**config.mk**
```make
export PLATFORM = sky130hd
export DESIGN_NAME = ivs_ahb_mst
export DESIGN_NICKNAME = d
export VERILOG_FILES = /design/src/rtl/ivs_ahb_pkg.sv /design/src/rtl/ivs_ahb_mst.sv
export SDC_FILE = /design/constraint.sdc
export NUM_CORES = 1
export LEC_CHECK = 0
export CORE_MARGIN = 8
export CORE_UTILIZATION = 45
export DETAILED_ROUTE_END_ITERATION = 8
export PLACE_DENSITY_LB_ADDON = 0.3
export SYNTH_ARGS = -nofsm -noshare
export SYNTH_HDL_FRONTEND = slang
export SYNTH_SLANG_ARGS = --single-unit
```
**constraint.sdc**
```tcl
create_clock -name hclk -period 6.4 [get_ports hclk]
set_input_delay 0.96 -clock hclk [delete_from_list [all_inputs] [get_ports hclk]]
set_output_delay 0.96 -clock hclk [all_outputs]
set_load 0.005 [all_outputs]
```
**src/rtl/ivs_ahb_pkg.sv**
```systemverilog
// Shared encodings for the IVS AHB-lite master: bus constants, response codes,
// FSM state type and the slave-window decode helper.
package ivs_ahb_pkg;

    localparam logic [1:0] HTRANS_IDLE     = 2'b00;
    localparam logic [1:0] HTRANS_NONSEQ   = 2'b10;

    localparam logic [2:0] HSIZE_WORD      = 3'b010;
    localparam logic [2:0] HBURST_SINGLE   = 3'b000;
    localparam logic [3:0] HPROT_DATA_PRIV = 4'b0011;

    localparam logic [1:0] RSP_OK      = 2'd0;
    localparam logic [1:0] RSP_HRESP   = 2'd1;
    localparam logic [1:0] RSP_DECODE  = 2'd2;
    localparam logic [1:0] RSP_TIMEOUT = 2'd3;

    typedef enum logic [1:0] {
        ST_IDLE,
        ST_ADDR,
        ST_DATA,
        ST_RESP
    } ahb_state_t;

    // A command misses when it falls outside the slave window or is not word aligned.
    function automatic logic decode_miss(input logic [31:0] addr,
                                         input logic [31:0] base,
                                         input logic [31:0] mask);
        return ((addr & mask) != base) || (addr[1:0] != 2'b00);
    endfunction

endpackage

```
**src/rtl/ivs_ahb_mst.sv**
```systemverilog
// Single-outstanding AHB-lite master: one register command in, one AHB single
// transfer out, one response (read data + status) back.
module ivs_ahb_mst
    import ivs_ahb_pkg::*;
#(
    parameter logic [31:0] SLV_BASE    = 32'h0000_0000,
    parameter logic [31:0] SLV_MASK    = 32'hFFFF_F000,
    parameter int          TIMEOUT_CYC = 16
) (
    input  logic        hclk,
    input  logic        hrst,

    input  logic        cmd_valid,
    output logic        cmd_ready,
    input  logic        cmd_write,
    input  logic [31:0] cmd_addr,
    input  logic [31:0] cmd_wdata,

    output logic        rsp_valid,
    input  logic        rsp_ready,
    output logic [31:0] rsp_rdata,
    output logic [1:0]  rsp_err,

    output logic        hsel,
    output logic [1:0]  htrans,
    output logic        hwrite,
    output logic [31:0] haddr,
    output logic [31:0] hwdata,
    output logic [2:0]  hsize,
    output logic [2:0]  hburst,
    output logic [3:0]  hprot,
    output logic        hready,

    input  logic        hready_resp,
    input  logic [1:0]  hresp,
    input  logic [31:0] hrdata,

    output logic        busy
);

    localparam int              TO_W    = $clog2(TIMEOUT_CYC + 1);
    localparam logic [TO_W-1:0] TO_LAST = TO_W'(TIMEOUT_CYC - 1);

    ahb_state_t      state_reg;
    logic            write_reg;
    logic [31:0]     wdata_reg;
    logic [TO_W-1:0] to_cnt_reg;

    assign hsize  = HSIZE_WORD;
    assign hburst = HBURST_SINGLE;
    assign hprot  = HPROT_DATA_PRIV;
    // The slave's hready_in must see its own hready_out: there is no other master.
    assign hready = hready_resp;

    always_ff @(posedge hclk or posedge hrst) begin
        if (hrst) begin
            state_reg  <= ST_IDLE;
            write_reg  <= 1'b0;
            wdata_reg  <= 32'h0;
            to_cnt_reg <= '0;
            cmd_ready  <= 1'b1;
            rsp_valid  <= 1'b0;
            rsp_rdata  <= 32'h0;
            rsp_err    <= RSP_OK;
            hsel       <= 1'b0;
            htrans     <= HTRANS_IDLE;
            hwrite     <= 1'b0;
            haddr      <= 32'h0;
            hwdata     <= 32'h0;
            busy       <= 1'b0;
        end else begin
            case (state_reg)
                ST_IDLE: begin
                    if (cmd_valid) begin
                        cmd_ready <= 1'b0;
                        busy      <= 1'b1;
                        write_reg <= cmd_write;
                        wdata_reg <= cmd_wdata;
                        if (decode_miss(cmd_addr, SLV_BASE, SLV_MASK)) begin
                            state_reg <= ST_RESP;
                            rsp_valid <= 1'b1;
                            rsp_err   <= RSP_DECODE;
                            rsp_rdata <= 32'h0;
                        end else begin
                            state_reg <= ST_ADDR;
                            hsel      <= 1'b1;
                            htrans    <= HTRANS_NONSEQ;
                            haddr     <= cmd_addr;
                            hwrite    <= cmd_write;
                        end
                    end
                end

                ST_ADDR: begin
                    // A low hready here can only come from a misbehaving slave; hold the address phase.
                    if (hready_resp) begin
                        state_reg  <= ST_DATA;
                        hsel       <= 1'b0;
                        htrans     <= HTRANS_IDLE;
                        hwdata     <= wdata_reg;
                        to_cnt_reg <= '0;
                    end
                end

                ST_DATA: begin
                    if (hready_resp) begin
                        state_reg <= ST_RESP;
                        rsp_valid <= 1'b1;
                        if (hresp != 2'b00) begin
                            rsp_err   <= RSP_HRESP;
                            rsp_rdata <= 32'h0;
                        end else begin
                            rsp_err   <= RSP_OK;
                            rsp_rdata <= write_reg ? 32'h0 : hrdata;
                        end
                    end else if (to_cnt_reg == TO_LAST) begin
                        state_reg <= ST_RESP;
                        rsp_valid <= 1'b1;
                        rsp_err   <= RSP_TIMEOUT;
                        rsp_rdata <= 32'h0;
                    end else begin
                        to_cnt_reg <= to_cnt_reg + TO_W'(1);
                    end
                end

                ST_RESP: begin
                    if (rsp_ready) begin
                        state_reg <= ST_IDLE;
                        rsp_valid <= 1'b0;
                        cmd_ready <= 1'b1;
                        busy      <= 1'b0;
                    end
                end

                default: begin
                    state_reg <= ST_IDLE;
                    cmd_ready <= 1'b1;
                    rsp_valid <= 1'b0;
                    busy      <= 1'b0;
                end
            endcase
        end
    end

endmodule

```
=== Word-level counts from Yosys, hierarchy flattened ===
Cells that the tools add are included.

* Register bits after elaboration: 145
* Bits of input ports: 104
* Output and inout port bits: 116

* Add/subtract/negate cells: 1
* Equal/unequal tests: 12
* Multiplexer cells: 42
* Bitwise operators: 1
* Reductions and logical operators: 19

{| class="wikitable"
|+ Operators with widths
! cell !! count
|-
| 2-to-1 mux 32 bit || 6
|-
| case mux 32 bit (2 select lines) || 1
|-
| nonzero test 32 bit || 1
|-
| 2-to-1 mux 2 bit || 12
|-
| AND reduction 4 bit || 4
|-
| 2-to-1 mux 5 bit || 3
|-
| inequality test 2 bit (second input constant) || 7
|-
| 2-to-1 mux 1 bit || 12
|-
| nonzero test 2 bit || 6
|-
| case mux 5 bit (2 select lines) || 1
|-
| case mux 2 bit (2 select lines) || 2
|-
| case mux 2 bit (4 select lines) || 1
|-
| case mux 1 bit (2 select lines) || 3
|-
| AND reduction 3 bit || 2
|-
| adder 5 x 1 -> 5 bit (second input constant) || 1
|-
| == test 5 x 4 -> 1 bit (second input constant) || 1
|-
| AND reduction 5 bit || 1
|-
| == test 2 bit (second input constant) || 2
|-
| AND reduction 2 bit || 2
|-
| inequality test 3 bit (second input constant) || 1
|-
| case mux 1 bit (3 select lines) || 1
|-
| nonzero test 3 bit || 1
|-
| == test 2 x 1 -> 1 bit (second input constant) || 1
|-
| logical NOT 2 bit || 1
|-
| other kinds (2) || 2
|}

=== Logic depth before layout (Yosys ltp) ===
* Depth in word-level cells: 5
* Gate-level depth with buffers: 8
* Mapped depth without buffers: 7

=== Worst setup path before layout ===
No wires, ideal clock.

* Kind: input -> register
* Start point: input port cmd_addr[13]
* End point: register haddr[2]
* Arrival: 2.230 ns
* Required time: 6.273 ns
* Slack: 4.042 ns
* Stages on the path: 5
* Cells stage by stage: nor4_2 > nand4_2 > nor3_4 > buf_6 > mux2_1

* Cells in the longest elaborated chain, start to end: 4

{| class="wikitable"
|+ RTL lines
! what !! line !! text
|-
| start, declared || ivs_ahb_mst.sv:16 || <nowiki>input logic [31:0] cmd_addr,</nowiki>
|-
| nonzero test 32 bit || ivs_ahb_pkg.sv:28 || <nowiki>return ((addr & mask) != base) || (addr[1:0] != 2'b00);</nowiki>
|-
| logical OR 1 bit || ivs_ahb_pkg.sv:28 ||
|-
| inverter 1 bit (no line) || -- ||
|-
| AND reduction 3 bit (no line) || -- ||
|-
| end signal, assigned || ivs_ahb_mst.sv:88 || <nowiki>haddr <= cmd_addr;</nowiki>
|-
| end, declared || ivs_ahb_mst.sv:27 || <nowiki>output logic [31:0] haddr,</nowiki>
|}

No other way between the ends.
A chain may end at the register's enable or synchronous reset.

=== Worst setup path after layout ===
* Start point: input port hready_resp
* End point: output port hready

{| class="wikitable"
|+ RTL lines
! what !! line !! text
|-
| start, declared || ivs_ahb_mst.sv:34 || <nowiki>input logic hready_resp,</nowiki>
|-
| end, declared || ivs_ahb_mst.sv:32 || <nowiki>output logic hready,</nowiki>
|}

No word-level cell between the ends.

==> impl_metrics.ini <==
[die]
core_mm2 = 0.0131
ios = 220
die_h_um = 131
dieWidth_um = 131
die_area_mm2 = 0.0171
rows = 42
start_util_pct = 45.3

[route]
avgRoutedWirePerCell_um = 18.6
drt-total-wl_um = 15300
detail-route-antenna-nets = 0
route.detailed.drc = 0
vias_per_cell = 5.13
drtPass1Iterations = 4
drt_iter0_drc = 217
vias = 4220

[grt]
grt_first_pass_wirelength_um = 24000
grt_pass1_vias = 4516
grt.met2_usage_pct = 29.5
grt_max_degree = 75
grtUsageTotal_pct = 18.2
grtUsageMet1_pct = 21.5
met3_usage_pct = 6.90
antenna_found_initial = 0
gr-total-overflow = 0
busiest_layer = met2

[sta]
fin_hold_ws_ps = 493
layout_setup_ws_ps = 3100
slew_viol_final = 0
finalSetupViolCount = 0
skew_ps = 4.26
max_freq_mhz = 303
tightest_slew_ps = 1250
fin_setup_tns_ps = 0
relSlewSlack_pct = 16.4
finalHoldViolCount = 0
fin_crit_ps = 3300
rsz0062_at_grt = false
finalCritPeriodShare_pct = 51.6

[placed_design]
pre_cts_ws_ps = 3110
gp_congestion = 0.808
dpl.cell_count = 790
dp.final_hpwl_um = 11000
io_buffers = 208
place_area_mm2 = 0.00805

[layout]
design_area_mm2 = 0.00867
antennaDiodeCount = 0
area_growth_pct = 46.1
fin_nets = 744
finalNonFillerCells = 822
drive_gt1_share_pct = 18.4
final_core_util_pct = 66.3

[critical_path]
cpMostUsedCell = clkdlybuf4s50_1
path_max_fanout = 14
path_cells = clkdlybuf4s50_1 -> clkdlybuf4s50_1
critPathCaptureType = primary output
cp_slowest_cell = clkdlybuf4s50_1
critPathLaunchType = primary input
path_class = in2out
path_buf_inv = 2
cp.arrival_ps = 2340
path_delay_family = buffers and inverters
critPathMaxStageDelay_ps = 760
worstPathRequired_ps = 5440

[status]
status = finished, final reports clean

[synth]
yosys_warnings = 0
ys_seq_elements = 143
synth-seq-area-share_pct = 60.3
ys_types = 48
ys_async_sr_fraction_pct = 100
synthCells = 430
synth_edf_count = 0
ys.flop_type = dfrtp_1
synthesis.area_mm2 = 0.00593
syn_avg_cell_area_um2 = 13.8

[clock_network]
postCtsSetupBuffers = 0
clk_latency_ps = 410
clkTransAtPathRegs_ps = 60
cts_tree = done
cts_hold_buf = 0
clk_path_buf_depth = 2
clock-root-buffer = clkbuf_16
cts_buffers = 17
cts_num_sinks = 143
post_cts_resized = 0
cts.htree.levels = 4

[worst_hold_path]
min_path_type = reg2reg

[flow_run]
drv_cap = 0

[power]
seq_power_share_pct = 39.1
p_int_mw = 2.45
netSwitchingFraction_pct = 28.0
clkPwrFrac_pct = 30.2
peakVddDrop_mv = 0.284
fin_total_pwr_mw = 3.41
switching_power_mw = 0.954
p_comb_share_pct = 30.7
power_density_mw_per_mm2 = 393
p_leak_nw = 3.99
-- cells in the mapped netlist, types with 4 or more instances --
cell | number | share of area [%]
a221oi_1 | 4 | 0.59
a22o_1 | 30 | 4.4
and3_1 | 34 | 3.6
buf_4 | 13 | 1.6
buf_6 | 5 | 0.95
clkbuf_1 | 11 | 0.70
dfrtp_1 | 142 | 60
ha_1 | 7 | 1.5
inv_1 | 11 | 0.70
mux2_1 | 8 | 1.5
mux2_2 | 68 | 13
nand2_1 | 11 | 0.70
nor2_1 | 9 | 0.57
nor2b_1 | 22 | 2.3
nor4_2 | 4 | 0.84
-- metal layers --
metal	wire, um	part of all wire, %
met5	0	0
met4	237	1.5
met3	1550	10
met2	7560	49
met1	5980	39
-- power by group through the flow --
stage / Sequential (mW) / Clock [mW] / Combinational [mW]
final: 1.33 / 1.03 / 1.05
after global routing: 1.37 / 1.09 / 1.14
after CTS: 1.34 / 1.05 / 1.07
after detailed placement: 1.35 / 0 / 1.05
after global placement: 1.33 / 0 / 1.03
after floorplan: 1.32 / 0 / 0.574
-- path summary, 6_finish.rpt --
kind / start / end / slack [ps] / cells after the start
worst max register to register: state_reg[0] / rsp_err[1] / 3680 / 7
worst min-delay path: haddr[8] / haddr[8] / 490 / 1
worst max-delay path: hready_resp / hready / 3100 / 2
worst min register to register: haddr[8] / haddr[8] / 490 / 1
min in group asynchronous: hrst / hwdata[22] / 1000 / 2
max in group asynchronous: hrst / hwdata[15] / 4030 / 3
-- placed cells by master (no fill, tap or decap), drive strengths merged, types with 2 or more instances in the layout --
cell type,n
a21boi,2
buf,5
clkdlybuf4s50,208
ha,7
nand3,3
mux2i,2
a21oi,3
clkinvlp,5
nor3,3
inv,13
clkbuf,21
dfrtp,142
and3,34
a221oi,5
mux2,76
nor4,5
nor2,9
nor3b,2
nor2b,22
nand2,11
bufinv,3
conb,11
o21ai,3
a22o,33
-- kinds of logic (layout without fill, tap and decap cells) --
family                     after synthesis  after routing  share of synthesized area (%)
and+or+nand+nor                         98             98                           10.4
other                                    2             11                          0.127
DFF                                    143            143                           60.3
adders and majority gates                7              7                           1.48
buffers and inverters                   49            256                           5.19
AOI/OAI and AO/OA                       53             53                           7.68
muxes                                   78             78                           14.8
-- final cells by class --
cell class                 count  area (um2)
timing repair buffer         213        2120
fill                         964        4420
clock buffer                  21         470
clock inverter                11         154
sequential                   143        3580
multi-input combinational    247        2080
inverter                      11        46.3
tap                          176         220
(Power assumes the default switching activity.)
